### config.mk
export PLATFORM = sky130hd
export DESIGN_NAME = ts_pack_fifo
export DESIGN_NICKNAME = d
export VERILOG_FILES = /design/src/rtl/ts_pack_pkg.sv /design/src/rtl/ts_pack_mem.sv /design/src/rtl/ts_pack_fifo.sv
export SDC_FILE = /design/constraint.sdc
export NUM_CORES = 2
export LEC_CHECK = 0
export BUFFER_PORTS_ARGS = -buffer_cell sky130_fd_sc_hd__buf_2
export CAP_MARGIN = 20
export CORE_ASPECT_RATIO = 0.8
export CORE_MARGIN = 1.5
export CORE_UTILIZATION = 36
export CTS_CLUSTER_DIAMETER = 50
export DETAILED_ROUTE_END_ITERATION = 8
export GPL_ROUTABILITY_DRIVEN = 0
export MAX_ROUTING_LAYER = met4
export SYNTH_ARGS = -nofsm -noshare
export SYNTH_HDL_FRONTEND = slang
export SYNTH_SLANG_ARGS = --single-unit
export TNS_END_PERCENT = 5
### constraint.sdc
create_clock -name CLOCK -period 4.41 [get_ports CLOCK]
set_input_delay 0.441 -clock CLOCK [delete_from_list [all_inputs] [get_ports CLOCK]]
set_output_delay 0.441 -clock CLOCK [all_outputs]
set_load 0.01 [all_outputs]
### src/rtl/ts_pack_pkg.sv
// Shared constants and helpers for the TS bit-packing FIFO.
package ts_pack_pkg;

  function automatic int unsigned clog2(input int unsigned v);
    int unsigned r;
    r = 0;
    while ((64'd1 << r) < 64'(v)) r++;
    return r;
  endfunction

  function automatic int unsigned total_bits(input int unsigned depth, input int unsigned word_w);
    return depth * word_w;
  endfunction

  function automatic int unsigned cap_syms(input int unsigned total, input int unsigned sym_w);
    return total / sym_w;
  endfunction

  function automatic int unsigned ptr_width(input int unsigned total);
    return (total > 1) ? clog2(total) : 1;
  endfunction

  // Bit pointers only ever land on symbol boundaries, so wrapping to 0 is exact.
  function automatic int unsigned wrap_add(input int unsigned ptr, input int unsigned step,
                                           input int unsigned limit);
    int unsigned s;
    s = ptr + step;
    return (s >= limit) ? 0 : s;
  endfunction

endpackage

### src/rtl/ts_pack_mem.sv
// DEPTH x WORD_W register array with bit-addressed symbol insert/extract across two words.
module ts_pack_mem
  import ts_pack_pkg::*;
#(
  parameter int unsigned SYM_W  = 10,
  parameter int unsigned WORD_W = 32,
  parameter int unsigned DEPTH  = 20,
  parameter int unsigned PTR_W  = 10
) (
  input  logic             CLOCK,
  input  logic             wr_en,
  input  logic [PTR_W-1:0] wr_ptr,
  input  logic [SYM_W-1:0] wr_data,
  input  logic [PTR_W-1:0] rd_ptr,
  output logic [SYM_W-1:0] rd_data
);

  localparam int unsigned IDX_W = (DEPTH > 1) ? clog2(DEPTH) : 1;
  localparam int unsigned WIN_W = 2 * WORD_W;
  localparam logic [WIN_W-1:0] SYM_MASK = WIN_W'({SYM_W{1'b1}});

  logic [WORD_W-1:0] mem [DEPTH];

  logic [31:0]       wr_off, rd_off;
  logic [IDX_W-1:0]  wr_cur, wr_nxt, rd_cur, rd_nxt;
  logic              wr_straddle;
  logic [WIN_W-1:0]  wr_old, wr_new, rd_win;

  always_comb begin
    wr_cur      = IDX_W'(32'(wr_ptr) / WORD_W);
    wr_off      = 32'(wr_ptr) % WORD_W;
    wr_nxt      = (wr_cur == IDX_W'(DEPTH - 1)) ? '0 : wr_cur + IDX_W'(1);
    wr_straddle = (wr_off + SYM_W) > WORD_W;
    // Two adjacent words viewed as one window; the next word is the upper half.
    wr_old      = {mem[wr_nxt], mem[wr_cur]};
    wr_new      = (wr_old & ~(SYM_MASK << wr_off)) | (WIN_W'(wr_data) << wr_off);
  end

  always_comb begin
    rd_cur  = IDX_W'(32'(rd_ptr) / WORD_W);
    rd_off  = 32'(rd_ptr) % WORD_W;
    rd_nxt  = (rd_cur == IDX_W'(DEPTH - 1)) ? '0 : rd_cur + IDX_W'(1);
    rd_win  = {mem[rd_nxt], mem[rd_cur]};
    rd_data = SYM_W'(rd_win >> rd_off);
  end

  always_ff @(posedge CLOCK) begin
    if (wr_en) begin
      mem[wr_cur] <= wr_new[WORD_W-1:0];
      if (wr_straddle) mem[wr_nxt] <= wr_new[WIN_W-1:WORD_W];
    end
  end

endmodule

### src/rtl/ts_pack_fifo.sv
// Bit-packing symbol FIFO: pointers, occupancy, handshakes and registered output stage.
module ts_pack_fifo
  import ts_pack_pkg::*;
#(
  parameter int unsigned SYM_W  = 10,
  parameter int unsigned WORD_W = 32,
  parameter int unsigned DEPTH  = 20,
  localparam int unsigned CAP   = cap_syms(total_bits(DEPTH, WORD_W), SYM_W),
  localparam int unsigned CNT_W = clog2(CAP + 1)
) (
  input  logic             CLOCK,
  input  logic             RESET_N,
  input  logic             FLUSH,
  input  logic             WR_VALID,
  output logic             WR_READY,
  input  logic [SYM_W-1:0] DATA_IN,
  output logic             RD_VALID,
  input  logic             RD_READY,
  output logic [SYM_W-1:0] DATA_OUT,
  output logic [CNT_W-1:0] COUNT,
  output logic             FULL,
  output logic             EMPTY
);

  localparam int unsigned TOTAL_BITS = total_bits(DEPTH, WORD_W);
  localparam int unsigned PTR_W      = ptr_width(TOTAL_BITS);
  localparam int unsigned LIMIT      = CAP * SYM_W;

  logic [PTR_W-1:0] wr_bit, rd_bit, wr_bit_nxt, rd_bit_nxt;
  logic [CNT_W-1:0] count;
  logic             rd_valid;
  logic [SYM_W-1:0] data_out, mem_rd;
  logic             wr_ready, wr_fire, load;

  assign wr_ready   = count < CNT_W'(CAP);
  assign wr_fire    = WR_VALID && wr_ready;
  assign load       = (count != '0) && (!rd_valid || RD_READY);
  assign wr_bit_nxt = PTR_W'(wrap_add(32'(wr_bit), SYM_W, LIMIT));
  assign rd_bit_nxt = PTR_W'(wrap_add(32'(rd_bit), SYM_W, LIMIT));

  ts_pack_mem #(
    .SYM_W  (SYM_W),
    .WORD_W (WORD_W),
    .DEPTH  (DEPTH),
    .PTR_W  (PTR_W)
  ) u_mem (
    .CLOCK   (CLOCK),
    .wr_en   (wr_fire && !FLUSH),
    .wr_ptr  (wr_bit),
    .wr_data (DATA_IN),
    .rd_ptr  (rd_bit),
    .rd_data (mem_rd)
  );

  always_ff @(posedge CLOCK or negedge RESET_N) begin
    if (!RESET_N) begin
      wr_bit   <= '0;
      rd_bit   <= '0;
      count    <= '0;
      rd_valid <= 1'b0;
      data_out <= '0;
    end else if (FLUSH) begin
      wr_bit   <= '0;
      rd_bit   <= '0;
      count    <= '0;
      rd_valid <= 1'b0;
      data_out <= '0;
    end else begin
      if (wr_fire) wr_bit <= wr_bit_nxt;
      if (load) begin
        rd_bit   <= rd_bit_nxt;
        data_out <= mem_rd;
        rd_valid <= 1'b1;
      end else if (rd_valid && RD_READY) begin
        rd_valid <= 1'b0;
      end
      count <= count + CNT_W'(wr_fire) - CNT_W'(load);
    end
  end

  assign WR_READY = wr_ready;
  assign RD_VALID = rd_valid;
  assign DATA_OUT = data_out;
  assign COUNT    = count;
  assign FULL     = count == CNT_W'(CAP);
  assign EMPTY    = (count == '0) && !rd_valid;

endmodule

==> results_dict.tcl <==
set metrics [dict create \
    outcome "complete, no violations" \
    fp.dieH_um 326.5 \
    avgRoutedWirePerCell_um 34.87 \
    grt_max_degree 79 \
    ir_drop_mv 0.3873 \
    maxCapViolCount 0 \
    cts_tree "yes" \
    totalPowerFinal_w 0.02064 \
    cp_max_fo 25 \
    vias 38240 \
    antenna_found_initial 6 \
    core_sq_um 129600 \
    synth-simple-area-share 0.07104 \
    p_switching_w 0.006745 \
    crit_top_cell "buf_4" \
    final_net_count 3817 \
    synth-xor-area-share 0.001647 \
    crit_arrival_ns 4.74 \
    min_from "RD_READY" \
    tightest_slew_ns 1.198 \
    rsz0062_at_grt "no" \
    final_cell_count_no_fill 5594 \
    hp-class "input port to flop" \
    synthesis.area_sq_um 47100 \
    yosysWarnings 0 \
    clk_path_buf_depth 3 \
    track_usage 0.2946 \
    synthesis.nets 3873 \
    ios 36 \
    critPathLaunch "rd_bit[6]$_DFFE_PN0P_" \
    pwr-share-comb 0.281 \
    required_ns 4.98 \
    slew_headroom 0.1788 \
    ant_nets 0 \
    n_fill_cell 12200 \
    hold_viol_final 0 \
    dp_cells 5437 \
    post-route-min-period_ns 4.165 \
    p_seq_frac 0.382 \
    synth_top_family_by_area "multiplexers" \
    drt_iter0_drc 7576 \
    fin_skew_ns 0.03297 \
    finalCritPeriodShare 0.9444 \
    synth_top_area_share 0.4080 \
    dpl.hpwl_mm 123.6 \
    yosys.area.top_type "edfxtp_1" \
    htree_levels 3 \
    syn-mean-instance-area_sq_um 12.27 \
    cts_sinks 676 \
    final_core_util 0.4086 \
    grt_overflow 0 \
    synth_cell_types 87 \
    clock_power_share 0.337 \
    synth_compound_area_frac 0.1165 \
    wirelength_mm 195.0 \
    crit_slowest_cell "ha_2" \
    synth_edf_count 640 \
    crit_type "flop to flop" \
    clock_latency_ns 0.72 \
    cts_made_buffers 79 \
    rows 118 \
    swShare 0.3267 \
    finalSetupViolations 0 \
    grt_pass1_vias 35510 \
    die_x_um 407.4 \
    p_per_area_nw_per_um2 389.7 \
    critPathTopFamily "multiplexers" \
    synthFlopType "edfxtp_1" \
    p_int_w 0.01390 \
    synth.area.top_cells "edfxtp_1 (41%), mux4_2 (22%), mux2i_1 (8.8%), a21oi_1 (4.1%), nor2_1 (3.4%)" \
    async_flop_share 0.05325 \
    cts_root_buf "clkbuf_16" \
    setup.worst_path.end_class "flop" \
    clk_pin_slew_ns 0.06 \
    drive_gt1_frac 0.2709 \
    drc 0 \
    numPortBuffers 35 \
    timing.rr.start "rd_bit[6]$_DFFE_PN0P_" \
    vias_per_cell 6.836 \
    grt_pass1_wl_mm 272.1 \
    post_cts_resized 0 \
    cp_cell_sequence "ha_2, buf_4, mux4_2, mux2i_1, nand3_1, o221ai_1, buf_4, a22o_1, a211oi_1, a211o_1" \
    start_kind "flop" \
    area_growth_pct 12.45 \
    synthCells 3837 \
    initial_core_util 0.3633 \
    p_leak_nw 18.78 \
    synth.area.mux_share 0.3236 \
    slew_violations 0 \
    synthAdderAreaFrac 0.005738 \
    drtPass1Iterations 8 \
    die_area_sq_um 133000 \
    ys_seq_elements 676 \
    fmax_ghz 0.2401 \
    cts_setup_buffers 0 \
    critical-path-max-stage-delay_ns 0.82 \
    crit_buf_inv 2 \
    synth_seq_area_share 0.4272 \
]
cell usage after synthesis (19+ instances only):
library cell and number:
buf_2 182, o22ai_1 83, nor2_1 427, a21oi_1 383, a211oi_1 19, dfrtp_1 36
o21ai_1 30, inv_1 29, a222oi_1 27, nand2_1 241, ha_1 20, o21ai_0 147
a211o_1 19, a22oi_1 54, buf_1 36, mux2_2 50, mux4_2 468, nor3_1 20
a221oi_1 20, edfxtp_1 640, buf_6 31, mux2i_1 412, clkbuf_1 166, nand3_1 19
buf_4 37
worst paths after layout:
kind,depth (start not counted),end,slack (ns)
setup / recovery,10,DATA_OUT[7]$_DFFE_PN0P_,0.25
hold / removal,3,RD_VALID$_DFFE_PN0P_,0.05
setup reg to reg,10,DATA_OUT[7]$_DFFE_PN0P_,0.25
hold reg to reg,1,DATA_OUT[6]$_DFFE_PN0P_,0.53
max in group asynchronous,3,wr_bit[6]$_DFFE_PN0P_,3.79
min in group asynchronous,2,COUNT[4]$_DFF_PN0_,0.13
per-layer routing:
layer / global-route usage / vias to the layer above / routed length, um
met4: 0.1198 / 0 / 9354
li1: - / 15070 / -
met1: 0.3951 / 19080 / 72490
met3: 0.1238 / 587 / 34520
met2: 0.3879 / 3506 / 78670
met5: - / - / 0
sequential cells by signal, indices dropped and copies added, names as in the netlist:
name,flops
COUNT,7
DATA_OUT,10
RD_VALID,1
rd_bit,9
u_mem.mem,640
wr_bit,9
tightest hold or removal path, cell delays in order:
cell and delay [ns]:
buf_2 0.07, nand2b_1 0.11, a21oi_1 0.07
kinds of logic after synthesis:
kind of cell               count (synthesis)
muxes                                    931
buffers and inverters                    496
and+or+nand+nor                          807
DFF                                      676
adders and majority gates                 21
xor gates and xnor gates                   8
AOI/OAI and AO/OA                        898
what timing repair did:
item,4_1_cts,5_1_grt
hold buffers,1,0
hold endpoints to repair,36,0
setup endpoints to repair,0,0
area by class of cell:
type                       count  area (sq um)  area share
tap                         1740          2177     0.04110
clock buffer                  97          2087     0.03940
clock inverter                50         559.3     0.01056
antenna                        7         17.52   0.0003307
multi-input combinational   2665         24810      0.4685
timing repair buffer         324          3038     0.05736
sequential                   676         20140      0.3803
inverter                      35         131.4    0.002480
power by group through the flow:
stage | sequential, W | combinational, W | clock [W]
after floorplan | 0.00796 | 0.00405 | 0
after global placement | 0.00801 | 0.00544 | 0
after detailed placement | 0.00802 | 0.00557 | 0
after CTS | 0.00788 | 0.00559 | 0.00696
after global routing | 0.00790 | 0.00618 | 0.00721
final | 0.00789 | 0.00580 | 0.00695
placed cells by master, fill, tap and decap left out, types with 9 or more instances in the layout:
cell | Yosys | final
nand2b_1 | 18 | 18
inv_1 | 29 | 29
a22o_1 | 9 | 9
mux4_2 | 468 | 468
clkbuf_16 | 0 | 81
mux2_2 | 50 | 50
a211o_1 | 19 | 19
o21ai_4 | 0 | 20
or3_1 | 11 | 11
nand2_1 | 241 | 224
a31oi_1 | 13 | 12
o22ai_1 | 83 | 83
nor2_1 | 427 | 425
edfxtp_1 | 640 | 640
nand2_2 | 3 | 12
o21ai_1 | 30 | 34
nor3_1 | 20 | 20
o21ai_0 | 147 | 123
buf_2 | 182 | 35
dfrtp_1 | 36 | 27
a221oi_1 | 20 | 18
and3_1 | 18 | 18
a22oi_1 | 54 | 54
nand3_1 | 19 | 19
buf_4 | 37 | 234
buf_12 | 3 | 52
nor2b_1 | 18 | 17
mux2i_1 | 412 | 412
a21oi_1 | 383 | 382
clkinv_1 | 2 | 18
and2_1 | 9 | 9
ha_1 | 20 | 18
a222oi_1 | 27 | 27
clkbuf_1 | 166 | 16
a211oi_1 | 19 | 19
metrics by stage:
step | worst slack, ns | hold WS [ns] | TNS, ns | instance area, sq um
after floorplan | -0.004207 | 0.1454 | -1.311 | 47100
after global placement | 0.4811 | 0.5051 | 0 | 50220
after detailed placement | 0.4822 | 0.5270 | 0 | 50240
after CTS | 0.4691 | 0.02746 | 0 | 52900
after global routing | 0.2656 | 0.06052 | 0 | 52960
final | 0.2454 | 0.04944 | 0 | 52960
No activity file was read; power rests on OpenSTA's default activity.
